`src/rtl/video_copper.sv`:
```
`default_nettype none
// ============================================================================
// Module   : video_copper
// Purpose  : Per-scanline video register write sequencer. Walks a line-sorted
//            command table {line, reg_sel, data} once per frame and replays the
//            entries belonging to the current scanline onto a shared write bus.
//            CPU port writes win the bus; the copper waits while cpu_busy is high.
// Revision : 1.0 - initial release
// ============================================================================
module video_copper #(
    parameter int AW       = 5,
    parameter int MAX_LINE = 8
) (
    input  logic          clk,
    input  logic          res,
    input  logic          en,
    input  logic [AW:0]   len,
    input  logic          tbl_we,
    input  logic [AW-1:0] tbl_waddr,
    input  logic [21:0]   tbl_wdata,
    input  logic          frame_start,
    input  logic          line_start_s,
    input  logic [8:0]    vcnt,
    input  logic          cpu_busy,
    output logic          wr_stb,
    output logic [4:0]    wr_sel,
    output logic [7:0]    wr_data,
    output logic          busy,
    output logic          ovf
);

    localparam int c_DEPTH = 2 ** AW;
    localparam int c_PW    = AW + 1;
    localparam int c_WCW   = $clog2(MAX_LINE + 1);

    localparam logic [c_PW-1:0]  c_PTR_ONE  = c_PW'(1);
    localparam logic [c_WCW-1:0] c_WCNT_ONE = c_WCW'(1);
    localparam logic [c_WCW-1:0] c_WCNT_MAX = c_WCW'(MAX_LINE);

    // Walk states
    localparam logic [2:0] c_S_IDLE  = 3'd0;
    localparam logic [2:0] c_S_WAIT  = 3'd1;
    localparam logic [2:0] c_S_FETCH = 3'd2;
    localparam logic [2:0] c_S_RD    = 3'd3;
    localparam logic [2:0] c_S_CHECK = 3'd4;
    localparam logic [2:0] c_S_ISSUE = 3'd5;

    // Command table storage and the entry currently being examined
    logic [21:0]      r_mem [c_DEPTH];
    logic [21:0]      r_entry;

    // Walk registers
    logic [2:0]       r_state;
    logic [c_PW-1:0]  r_ptr;
    logic [c_WCW-1:0] r_wcnt;
    logic             r_ovf;
    logic [8:0]       r_cur_line;

    // Bus values held between strobes
    logic [4:0]       r_sel_hold;
    logic [7:0]       r_data_hold;

    // Next-state values from the walk logic
    logic [2:0]       w_state_nx;
    logic [c_PW-1:0]  w_ptr_nx;
    logic [c_WCW-1:0] w_wcnt_nx;
    logic             w_ovf_nx;
    logic [8:0]       w_cur_line_nx;
    logic             w_rd_en;
    logic             w_stb;

    // Entry fields
    logic [AW-1:0]    w_rd_addr;
    logic [8:0]       w_entry_line;
    logic [4:0]       w_entry_sel;
    logic [7:0]       w_entry_data;

    assign w_rd_addr    = r_ptr[AW-1:0];
    assign w_entry_line = r_entry[21:13];
    assign w_entry_sel  = r_entry[12:8];
    assign w_entry_data = r_entry[7:0];

    // Table write port; a same-cycle read of the written address sees old data
    always_ff @(posedge clk) begin
        if (tbl_we) begin
            r_mem[tbl_waddr] <= tbl_wdata;
        end
    end

    // Table read port, captured only in FETCH so the entry stays stable until issued
    always_ff @(posedge clk) begin
        if (w_rd_en) begin
            r_entry <= r_mem[w_rd_addr];
        end
    end

    // Walk state and counters
    always_ff @(posedge clk) begin
        if (res) begin
            r_state    <= c_S_IDLE;
            r_ptr      <= '0;
            r_wcnt     <= '0;
            r_ovf      <= 1'b0;
            r_cur_line <= '0;
        end else begin
            r_state    <= w_state_nx;
            r_ptr      <= w_ptr_nx;
            r_wcnt     <= w_wcnt_nx;
            r_ovf      <= w_ovf_nx;
            r_cur_line <= w_cur_line_nx;
        end
    end

    // Walk next-state: enable, frame restart and line restart override the walk
    always_comb begin
        w_state_nx    = r_state;
        w_ptr_nx      = r_ptr;
        w_wcnt_nx     = r_wcnt;
        w_ovf_nx      = r_ovf;
        w_cur_line_nx = r_cur_line;
        w_rd_en       = 1'b0;
        w_stb         = 1'b0;

        if (!en) begin
            w_state_nx = c_S_IDLE;
            w_ptr_nx   = '0;
            w_wcnt_nx  = '0;
            w_ovf_nx   = 1'b0;
        end else if (frame_start) begin
            w_state_nx = c_S_WAIT;
            w_ptr_nx   = '0;
            w_wcnt_nx  = '0;
        end else if (line_start_s && (r_state != c_S_IDLE)) begin
            // Anything left over from the previous line is skipped on this walk
            w_state_nx    = c_S_FETCH;
            w_cur_line_nx = vcnt;
            w_wcnt_nx     = '0;
        end else begin
            case (r_state)
                c_S_IDLE: begin
                    w_state_nx = c_S_WAIT;
                end
                c_S_WAIT: begin
                    w_state_nx = c_S_WAIT;
                end
                c_S_FETCH: begin
                    // Compare against len here so a changed len applies immediately
                    if (r_ptr >= len) begin
                        w_state_nx = c_S_WAIT;
                    end else begin
                        w_rd_en    = 1'b1;
                        w_state_nx = c_S_RD;
                    end
                end
                c_S_RD: begin
                    w_state_nx = c_S_CHECK;
                end
                c_S_CHECK: begin
                    if (w_entry_line < r_cur_line) begin
                        // Stale entry from an earlier line
                        w_ovf_nx   = 1'b1;
                        w_ptr_nx   = r_ptr + c_PTR_ONE;
                        w_state_nx = c_S_FETCH;
                    end else if (w_entry_line > r_cur_line) begin
                        // Belongs to a later line; also blocks on unsorted tables
                        w_state_nx = c_S_WAIT;
                    end else if (r_wcnt == c_WCNT_MAX) begin
                        // Per-line budget spent; entry is skipped on the next line
                        w_ovf_nx   = 1'b1;
                        w_state_nx = c_S_WAIT;
                    end else begin
                        w_state_nx = c_S_ISSUE;
                    end
                end
                c_S_ISSUE: begin
                    if (!cpu_busy) begin
                        w_stb      = 1'b1;
                        w_ptr_nx   = r_ptr + c_PTR_ONE;
                        w_wcnt_nx  = r_wcnt + c_WCNT_ONE;
                        w_state_nx = c_S_FETCH;
                    end
                end
                default: begin
                    w_state_nx = c_S_IDLE;
                end
            endcase
        end
    end

    // Remember the last issued write so the bus holds it between strobes
    always_ff @(posedge clk) begin
        if (res) begin
            r_sel_hold  <= '0;
            r_data_hold <= '0;
        end else if (w_stb) begin
            r_sel_hold  <= w_entry_sel;
            r_data_hold <= w_entry_data;
        end
    end

    assign wr_stb  = w_stb & ~res;
    assign wr_sel  = wr_stb ? w_entry_sel  : r_sel_hold;
    assign wr_data = wr_stb ? w_entry_data : r_data_hold;
    assign busy    = (r_state == c_S_FETCH) || (r_state == c_S_RD) ||
                     (r_state == c_S_CHECK) || (r_state == c_S_ISSUE);
    assign ovf     = r_ovf;

endmodule
`default_nettype wire

```
`config.mk`:
```
export PLATFORM = sky130hd
export DESIGN_NAME = video_copper
export DESIGN_NICKNAME = d
export VERILOG_FILES = /design/src/rtl/video_copper.sv
export SDC_FILE = /design/constraint.sdc
export NUM_CORES = 1
export LEC_CHECK = 0
export ABC_CLOCK_PERIOD_IN_PS = 4200
export BUFFER_PORTS_ARGS = -buffer_cell sky130_fd_sc_hd__buf_4
export CAP_MARGIN = 20
export CORE_ASPECT_RATIO = 1.4
export CORE_UTILIZATION = 40
export CTS_BUF_LIST = sky130_fd_sc_hd__clkbuf_8
export CTS_CLUSTER_SIZE = 20
export DETAILED_ROUTE_END_ITERATION = 10
export MAX_ROUTING_LAYER = met4
export PLACE_DENSITY = 0.59
export SLEW_MARGIN = 40
export SYNTH_ARGS = -nofsm -noshare
export SYNTH_HDL_FRONTEND = slang
export SYNTH_SLANG_ARGS = --single-unit
```
`constraint.sdc`:
```
create_clock -name clk -period 4.2 [get_ports clk]
set_clock_uncertainty 0.05 [all_clocks]
set_input_delay 0.21 -clock clk [delete_from_list [all_inputs] [get_ports clk]]
set_output_delay 0.21 -clock clk [all_outputs]
set_load 0.03 [all_outputs]
```
==> results of run 1 <==
## cell usage after synthesis (7+ instances only)
master      n  area [µm²]
nand3b_1    8        60.1
mux2i_1     9        90.1
inv_1      17        63.8
a22o_1     13         114
edfxtp_1  726       21800
nor2_1     61         229
mux4_2    220        4950
clkbuf_1   22        82.6
a21oi_1     9        45.0
o21ai_0     7        35.0
nand2_1    13        48.8
buf_4      11        82.6
buf_1      13        48.8
buf_2      18        90.1
dfxtp_1    36         721
ha_1       18         225
nand2b_1    7        43.8
mux2_2     35         394
nor3_1      7        35.0
## cells in the final DEF (no fill, tap or decap), types with 3 or more instances in the layout
| cell type | n |
|---|---|
| edfxtp_1 | 726 |
| mux4_2 | 220 |
| clkbuf_8 | 112 |
| buf_4 | 111 |
| inv_1 | 55 |
| dlygate4sd3_1 | 50 |
| mux2_2 | 35 |
| nor2_4 | 32 |
| dfxtp_1 | 31 |
| nor2_1 | 28 |
| clkinv_1 | 26 |
| clkinv_2 | 21 |
| ha_1 | 18 |
| nand2_1 | 13 |
| a22o_1 | 13 |
| mux2i_1 | 9 |
| a21oi_1 | 9 |
| nand3b_1 | 8 |
| nand2b_1 | 7 |
| o21ai_0 | 7 |
| buf_12 | 7 |
| nand4_1 | 6 |
| nor3_1 | 6 |
| buf_16 | 6 |
| nand3_1 | 5 |
| nor2b_1 | 4 |
| nor3b_1 | 4 |
| o31a_1 | 3 |
| a211oi_1 | 3 |
| o211ai_1 | 3 |
| clkinvlp_4 | 3 |
| dfxtp_4 | 3 |
## critical path: stages, from the launching register on
cell	delay (ps)
dfxtp_1	570
nor2b_1	340
and2_1	340
and3_1	200
buf_4	310
mux2_2	390
buf_4	170
## metal layers
metal	wire length, µm	global-route usage, %	vias to the layer above
li1	-	-	6015
met3	3120	2.93	97
met5	0	-	-
met2	39900	36.5	410
met4	1220	5.70	0
met1	28500	24.4	7675
## power by group through the flow
stage / Sequential, µW / Clock, µW / Combinational (µW)
3_5_place_dp: 8580 / 0 / 285
5_1_grt: 8420 / 5830 / 339
6_report: 8420 / 5400 / 315
2_1_floorplan: 8570 / 0 / 83.3
4_1_cts: 8420 / 5510 / 318
3_3_place_gp: 8570 / 0 / 268
## worst max path at each step
stage                  from  cells past startpoint  slack [ps]             to
2_1_floorplan      r_ptr[0]                      8         650     r_entry[0]
3_3_place_gp   tbl_waddr[0]                      4        1410  r_mem[26][18]
3_5_place_dp       r_ptr[0]                      4        1420    r_entry[10]
4_1_cts          r_state[0]                      6         830     wr_data[0]
5_1_grt          r_state[0]                      6         700     wr_data[0]
6_report         r_state[0]                      6         880      wr_sel[2]
## kinds of logic (layout without fill, tap and decap cells)
logic type,after synthesis,in the layout,synth area share [%]
flops,762,762,76.1
other cells,0,2,0
compound gates,50,50,1.23
fa+ha+maj,19,19,0.795
simple gates,129,129,2.14
mux,264,264,18.4
xor+xnor,3,3,0.0888
buf+inv,81,397,1.24
## area by class of cell
| type | instances | share of cell area, % |
|---|---|---|
| Multi-Input combinational cell | 465 | 20.2 |
| Tap cell | 952 | 3.46 |
| Inverter | 17 | 0.185 |
| Clock buffer | 112 | 4.48 |
| Antenna cell | 2 | 0.0145 |
| Clock inverter | 91 | 1.27 |
| Timing Repair Buffer | 177 | 4.88 |
| Sequential cell | 762 | 65.5 |
## flip-flops by register name, indices dropped and copies added (netlist names)
name and cells:
r_mem 704, r_entry 22, r_cur_line 9, r_data_hold 8
r_ptr 6, r_sel_hold 5, r_wcnt 4, r_state 3
ovf 1
## per-stage QoR
step | total power (µW) | area [µm²] | setup WS [ps]
final | 14100 | 34400 | 878
after global routing | 14600 | 34400 | 702
after CTS | 14200 | 34300 | 825
after detailed placement | 8860 | 31900 | 1420
after global placement | 8840 | 31700 | 1410
after floorplan | 8660 | 29600 | 645
==> key figures, run 1 <==
Status
  • Status: finished, final reports clean

Detailed routing
  • DR DRC count: 0
  • Drt pass-1 iters: 5
  • Total detailed-routing wirelength: 72,700 µm
  • Vias per Instance: 5.51
  • ANT nets after route: 0
  • Initial DRC Count: 1,239
  • Via Count: 14,200
  • Wirelength per Cell: 28.2 µm

STA
  • Worst slew margin: 45.7%
  • Max Freq: 301 MHz
  • Tmin final: 3320 ps
  • Worst Tran Pin Value: 813 ps
  • Setup TNS: 0 ps
  • Final hold vios: 0
  • Final worst-path cycle share: 79.1%
  • Slew Viols, Final: 0
  • RSZ-0062 raised after global routing: false
  • WHS: 61.0 ps
  • Final setup vio count: 0

Setup path
  • Crit path max fanout: 27
  • R2R Path End: r_state[1]
  • CP startpoint kind: flip-flop
  • WP data required: 3940 ps
  • Reg-to-reg slack, setup: 1330 ps
  • R2R Path Start: r_entry[17]
  • WP data arrival: 3060 ps
  • FF-to-FF path depth: 7
  • Worst Setup Path Type: reg2out
  • Crit end category: output port

Placed design
  • Global placer's final weighted congestion: 0.792
  • IO buf count: 64
  • Placed cell count: 2,320
  • Post-DP HPWL: 41,900 µm

Power
  • Switching power share of the total: 21.4%
  • Clock Power Share: 38.2%
  • PD cells: 411 nW/µm²
  • Leakage: 0.0107 µW
  • Logic pwr share: 2.2%
  • Net load switching power: 3020 µW
  • Sequential share of power: 59.6%
  • VDD IR-drop max: 0.221 mV
  • Internal: 11,100 µW

Yosys
  • Syn_nets: 1,375
  • Fraction of registers with async set/reset: 0%
  • Synth Register Bits: 762
  • Ys Warns: 0
  • Mapped Area: 29,600 µm²
  • Post-synth EDFFs: 726
  • Seq/Total Area, Yosys: 76.1%
  • Primary FF master, synth: edfxtp_1
  • Avg Cell Area, Syn: 22.6 µm²
  • Synth Instances: 1,308
  • Cell variety after synth: 47

Global route
  • First-pass GRT wire length: 105,000 µm
  • Initial antenna violation count: 2
  • Largest net degree at the start of global routing: 89
  • Gr usage total: 20.6%
  • Number of global-route vias before repair: 15,100
  • GRT Residual Overflow: 0

Clock network
  • CTS clk-pin slew, worst paths: 70 ps
  • CTS tree: done
  • H-tree Lvls: 3
  • Cts repair resizes: 0
  • CTS root buf: clkbuf_8
  • Post-CTS setup buffer count: 0
  • Clock sink count: 762
  • Clock latency at the later pin of the worst-skew pair: 720 ps
  • Max Root-Sink Buffers: 3
  • # hold bufs at CTS: 50
  • Total CTS buffers: 110

Min path
  • WHS Endpoint: r_ptr[3]
  • Hold Path Cell Cnt: 3
  • Origin of the worst min-delay path: res
  • Class of the worst hold path: in2reg

Final layout
  • Multi-input gate area: 6950 µm²
  • Share of cells above drive strength 1: 34.7%
  • Synth-to-Final Area Change: 16.3%
  • Reg area: 22,500 µm²
  • Final Non-Filler Cells: 2,578
  • Core Util, Final: 47.2%
  • Filler cell count: 5,995
  • Final nets: 1,600

Die
  • # rows: 117
  • Top-level port count: 65
  • Core area: 72,900 µm²
  • Die W: 232 µm
  • Die Footprint: 75,100 µm²
  • Die Y: 324 µm
  • Initial Utilization: 40.6%

Flow run
  • Max-Cap Viols: 0
Note: power is estimated with default switching activity, not from simulation.
==> run 2, diff against run 1 <==
--- a/config.mk
+++ b/config.mk
@@ -5,7 +5,8 @@
 export SDC_FILE = /design/constraint.sdc
 export NUM_CORES = 1
 export LEC_CHECK = 0
-export ABC_CLOCK_PERIOD_IN_PS = 4200
+export ABC_AREA = 1
+export ABC_CLOCK_PERIOD_IN_PS = 3350
 export BUFFER_PORTS_ARGS = -buffer_cell sky130_fd_sc_hd__buf_4
 export CAP_MARGIN = 20
 export CORE_ASPECT_RATIO = 1.4
==> constraint.sdc (replaced) <==
create_clock -name clk -period 3.35 [get_ports clk]
set_clock_uncertainty 0.05 [all_clocks]
set_input_delay 0.1675 -clock clk [delete_from_list [all_inputs] [get_ports clk]]
set_output_delay 0.1675 -clock clk [all_outputs]
set_load 0.03 [all_outputs]
==> key figures, run 2 <==
Detailed routing
  • DR DRC count: 0
  • Total detailed-routing wirelength: 84,400 µm
  • Vias per Instance: 5.59
  • Initial DRC Count: 1,942
  • Wirelength per Cell: 23.3 µm
  • ANT nets after route: 0
  • Via Count: 20,200
  • Drt pass-1 iters: 5

Global route
  • Initial antenna violation count: 4
  • Gr usage total: 22.3%
  • First-pass GRT wire length: 125,000 µm
  • GRT Residual Overflow: 0
  • Number of global-route vias before repair: 19,900
  • Largest net degree at the start of global routing: 159

STA
  • Max Freq: 346 MHz
  • Final setup vio count: 0
  • Tmin final: 2890 ps
  • RSZ-0062 raised after global routing: false
  • Final hold vios: 0
  • Worst slew margin: 42.1%
  • Worst Tran Pin Value: 868 ps
  • Final worst-path cycle share: 86.2%
  • Setup TNS: 0 ps
  • Slew Viols, Final: 0

Power
  • PD cells: 510 nW/µm²
  • VDD IR-drop max: 0.302 mV
  • Leakage: 0.0119 µW

Clock network
  • CTS tree: done
  • Clock sink count: 762
  • Clock latency at the later pin of the worst-skew pair: 730 ps
  • H-tree Lvls: 3
  • CTS clk-pin slew, worst paths: 70 ps
  • Post-CTS setup buffer count: 0
  • Max Root-Sink Buffers: 3
  • Total CTS buffers: 112
  • CTS root buf: clkbuf_8

Final layout
  • Top Registers: r_mem x704, r_entry x22, r_cur_line x9
  • Final Non-Filler Cells: 3,615
  • Max FFs per register: 704
  • Final nets: 2,625
  • Share of cells above drive strength 1: 12.7%
  • Most common cell after layout, fill and taps aside: edfxtp_1
  • Top reg by flops: r_mem
  • Post-route cell area: 34,800 µm²
  • Commonest non-fill, non-tap cells in the layout: 726 x edfxtp_1, 331 x nor2_1, 296 x o21ai_0, 293 x nand2_1, 171 x nand3_1
  • Filler cell count: 6,692
  • Synth-to-Final Area Change: 14.3%

Setup path
  • Buffers & Inverters on Critical Path: 2
  • CP startpoint kind: flip-flop
  • WP data required: 3920 ps
  • Crit end category: flip-flop
  • Slowest CP cell: dlygate4sd3_1
  • Crit-path cells: ha_1, nand2_1, nor2_1, nand3_1, nand4_1, nand4_1, nand2_1, dlygate4sd3_1, nor2_1, dlygate4sd3_1
  • Critical Path Max Stage Delay: 550 ps
  • Crit path max fanout: 4
  • WP data arrival: 3460 ps
  • Delay-heaviest family, CP: buffers and inverters
  • Worst Setup Path Type: reg2reg

Yosys
  • Cell variety after synth: 36
  • Cell taking the most area after synthesis: edfxtp_1
  • Seq/Total Area, Yosys: 73.9%
  • Post-synth top cells: 726 x edfxtp_1, 364 x nor2_1, 296 x o21ai_0
  • Top cells by area in the synthesized netlist: edfxtp_1 72%, o21ai_0 4.9%, nor2_1 4.5%
  • Syn_nets: 2,469
  • Post-synth top area share: 71.5%
  • Synth Instances: 2,402
  • Most frequent cell after synthesis: edfxtp_1
  • Avg Cell Area, Syn: 12.7 µm²
  • Ys Warns: 0
  • Primary FF master, synth: edfxtp_1
  • Fraction of registers with async set/reset: 0%
  • Synth Register Bits: 762
  • Mapped Area: 30,500 µm²
  • Post-synth EDFFs: 726

Die
  • # rows: 119
  • Die Footprint: 77,300 µm²
  • Initial Utilization: 40.4%
  • Die Y: 329 µm
  • Top-level port count: 65
  • Core area: 75,300 µm²
  • Die W: 235 µm

Placed design
  • Post-DP HPWL: 48,900 µm
  • Placed cell areas: 32,300 µm²
  • Global placer's final weighted congestion: 0.826
  • IO buf count: 64
  • Placed cell count: 3,361

Flow run
  • Max-Cap Viols: 0

Status
  • Status: finished, final reports clean

Min path
  • Class of the worst hold path: in2reg
## run 2: logic make-up after synthesis
group | count (synthesis) | share of synthesized area (%)
compound gates | 526 | 10.0
xor+xnor | 4 | 0.115
fa+ha+maj | 18 | 0.739
buf+inv | 235 | 3.63
flops | 762 | 73.9
simple gates | 857 | 11.6
## run 2: final timing paths
check               start            end  slack (ps)  cells after the start
max           r_entry[19]     r_state[1]         460                     10
min          tbl_waddr[4]  r_mem[25][14]          60                      3
max reg2reg   r_entry[19]     r_state[1]         460                     10
min reg2reg           ovf            ovf         420                      2
## run 2: per-stage QoR
step / power, µW / hold WS [ps] / utilization, % / setup slack (ps)
6_report: 17800 / 56.7 / 46.2 / 461
3_5_place_dp: 11100 / 404 / 42.9 / 925
2_1_floorplan: 10800 / 216 / - / 586
4_1_cts: 17900 / 10.3 / 46.2 / 442
3_3_place_gp: 11100 / 398 / 42.9 / 941
5_1_grt: 18300 / 78.5 / 46.2 / 315
## run 2: area by class of cell
class | count | area, µm² | share of cell area, %
repair buffers | 191 | 1800 | 5.16
diodes | 4 | 10.0 | 0.0287
inverters | 86 | 333 | 0.955
well taps | 968 | 1210 | 3.48
flip-flops and latches | 762 | 22500 | 64.7
clock inverters | 79 | 350 | 1.01
clock buffers | 120 | 1650 | 4.74
multi-input cells | 1405 | 6950 | 20.0
## run 2: routing by layer
layer / wire, µm / track usage (%) / part of all wire, % / vias up
met5: 0 / - / 0 / -
met4: 3180 / 9.99 / 3.8 / 0
met3: 5950 / 3.66 / 7.1 / 177
met2: 41800 / 36.9 / 50 / 862
met1: 33500 / 26.9 / 40 / 10000
li1: - / - / - / 9106
## run 2: repair_timing
| action | CTS | global route |
|---|---|---|
| hold endpoints to repair | 740 | 0 |
| hold buffers | 51 | 0 |
| gates resized for setup | 0 | 0 |
## run 2: power by group
| group | switching (µW) | internal [µW] |
|---|---|---|
| logic | 278 | 114 |
| registers | 24.8 | 10500 |
| clock network | 3480 | 3350 |
| total | 3780 | 14000 |
## run 2: worst register-to-register path: cells and delay by family (launching register included)
family | cells | cell delay [ps]
buffers and inverters | 2 | 1100
DFF | 1 | 510
and+or+nand+nor | 7 | 760
adders and majority gates | 1 | 360
==> run 3, diff against run 2 <==
==> constraint.sdc (replaced) <==
create_clock -name clk -period 3.35 [get_ports clk]
set_clock_uncertainty 0.05 [all_clocks]
set_input_delay 0.1675 -clock clk [delete_from_list [all_inputs] [get_ports clk]]
set_output_delay 0.1675 -clock clk [all_outputs]
set_load 0.1 [all_outputs]
==> key figures, run 3 (synthesis gave the netlist of run 2 again) <==
Setup path
  • WP data arrival: 3700 ps
  • Slowest CP cell: dlygate4sd3_1
  • Crit-path cells: inv_8, ha_1, nand2_1, nor2_1, nand3_1, nand4_1, nand4_1, nand2_1, dlygate4sd3_1, nor2_1, dlygate4sd3_1
  • Buffers & Inverters on Critical Path: 3
  • Reg-to-reg slack, setup: 290 ps
  • Critical Path Max Stage Delay: 560 ps
  • CP startpoint kind: flip-flop
  • WP data required: 4000 ps
  • Crit path max fanout: 92
  • Delay-heaviest family, CP: buffers and inverters
  • R2R Path End: r_state[1]
  • Crit end category: flip-flop
  • FF-to-FF path depth: 11
  • R2R Path Start: r_ptr[0]
  • Worst Setup Path Type: reg2reg

Power
  • Internal: 13,900 µW
  • Sequential share of power: 59.6%
  • PD cells: 508 nW/µm²
  • Switching power share of the total: 21.5%
  • Logic pwr share: 2.3%
  • Leakage: 0.0119 µW
  • VDD IR-drop max: 0.239 mV
  • Clock Power Share: 38.1%
  • PnR Total Power: 17,700 µW
  • Net load switching power: 3810 µW

Global route
  • Initial antenna violation count: 9
  • First-pass GRT wire length: 125,000 µm
  • Number of global-route vias before repair: 19,800
  • Gr usage total: 22.4%
  • GRT Residual Overflow: 0
  • Largest net degree at the start of global routing: 175

STA
  • Final setup vio count: 0
  • Slew Viols, Final: 0
  • Tmin final: 3060 ps
  • Setup TNS: 0 ps
  • Worst Tran Pin Value: 878 ps
  • RSZ-0062 raised after global routing: false
  • Worst slew margin: 41.4%
  • Max Freq: 327 MHz
  • Final worst-path cycle share: 91.3%
  • Final hold vios: 0
  • Worst Setup Slack, final: 292 ps

Clock network
  • Clock sink count: 762
  • H-tree Lvls: 3
  • CTS root buf: clkbuf_8
  • Clock latency at the later pin of the worst-skew pair: 760 ps
  • Total CTS buffers: 108
  • CTS clk-pin slew, worst paths: 70 ps
  • Max Root-Sink Buffers: 3
  • CTS tree: done

Placed design
  • Post-DP HPWL: 49,100 µm
  • Pre-CTS setup slack: 801 ps
  • IO buf count: 64
  • Global placer's final weighted congestion: 0.843

Die
  • # rows: 119
  • Die Y: 329 µm
  • Die Footprint: 77,300 µm²
  • Die W: 235 µm
  • Core area: 75,300 µm²
  • Top-level port count: 65
  • Initial Utilization: 40.4%

Final layout
  • Share of cells above drive strength 1: 12.8%
  • Max FFs per register: 704
  • Final nets: 2,631
  • Top Registers: r_mem x704, r_entry x22, r_cur_line x9
  • Commonest non-fill, non-tap cells in the layout: 726 x edfxtp_1, 331 x nor2_1, 296 x o21ai_0, 293 x nand2_1, 171 x nand3_1
  • Synth-to-Final Area Change: 14.4%
  • Most common cell after layout, fill and taps aside: edfxtp_1
  • Top reg by flops: r_mem
  • Filler cell count: 6,754

Min path
  • Hold Path Cell Cnt: 3
  • Origin of the worst min-delay path: tbl_waddr[3]
  • Class of the worst hold path: in2reg
  • WHS Endpoint: r_mem[31][14]

Detailed routing
  • DR DRC count: 0
  • Vias per Instance: 5.54
  • Total detailed-routing wirelength: 84,300 µm
  • Via Count: 20,100
  • ANT nets after route: 0
  • Wirelength per Cell: 23.2 µm
  • Drt pass-1 iters: 5
  • Initial DRC Count: 1,991

Status
  • Status: finished, final reports clean

Flow run
  • Max-Cap Viols: 0
[run 3: cell type report]
type | count | area (µm²) | area share, %
Clock inverter | 89 | 438 | 1.26
Tap cell | 968 | 1210 | 3.48
Timing Repair Buffer | 201 | 1840 | 5.29
Clock buffer | 111 | 1530 | 4.38
Inverter | 86 | 333 | 0.955
Sequential cell | 762 | 22500 | 64.6
Antenna cell | 8 | 20.0 | 0.0574
Multi-Input combinational cell | 1405 | 6950 | 19.9
[run 3: worst max-delay path by stage]
| stage | slack (ps) | depth (start not counted) | start | to |
|---|---|---|---|---|
| after floorplan | -170 | 7 | r_state[2] | wr_data[0] |
| after global placement | 790 | 8 | r_ptr[0] | r_entry[20] |
| after detailed placement | 800 | 8 | r_ptr[0] | r_entry[3] |
| after CTS | 300 | 8 | r_state[1] | wr_data[4] |
| after global routing | 150 | 11 | r_ptr[0] | r_state[1] |
| final | 290 | 11 | r_ptr[0] | r_state[1] |
[run 3: layer usage]
| layer | part of all wire (%) | global-route usage (%) | routed length, µm |
|---|---|---|---|
| met1 | 40 | 26.9 | 33700 |
| met2 | 50 | 37.6 | 42300 |
| met3 | 6.3 | 3.37 | 5300 |
| met4 | 3.6 | 9.76 | 3020 |
| met5 | 0 | - | 0 |
[run 3: worst register-to-register path: stages (launching register included)]
cell and delay (ps):
dfxtp_4 430, inv_8 430, ha_1 380, nand2_1 70
nor2_1 40, nand3_1 50, nand4_1 180, nand4_1 120
nand2_1 60, dlygate4sd3_1 560, nor2_1 90, dlygate4sd3_1 540
[run 3: per-stage QoR]
| step | cells | cell area [µm²] | util (%) | hold slack (ps) |
|---|---|---|---|---|
| 5_1_grt | 3630 | 34900 | 46.3 | 112 |
| 4_1_cts | 3622 | 34800 | 46.2 | 61.1 |
| 2_1_floorplan | 2402 | 30500 | - | 216 |
| 3_3_place_gp | 3368 | 32300 | 42.9 | 402 |
| 3_5_place_dp | 3368 | 32300 | 42.9 | 408 |
| 6_report | 3630 | 34900 | 46.3 | 104 |
[run 3: power groups by stage]
| stage | sequential [µW] | clock, µW | combinational [µW] |
|---|---|---|---|
| 2_1_floorplan | 10800 | 0 | 92.5 |
| 3_5_place_dp | 10800 | 0 | 348 |
| 3_3_place_gp | 10700 | 0 | 336 |
| 6_report | 10600 | 6740 | 398 |
| 5_1_grt | 10600 | 7230 | 429 |
| 4_1_cts | 10500 | 6870 | 398 |
[run 3: repair_timing]
| item | in CTS | in global routing |
|---|---|---|
| buffers inserted | 0 | 0 |
| endpoints found under the hold margin | 743 | 0 |
| hold buffers | 54 | 0 |
| resized for setup | 0 | 0 |
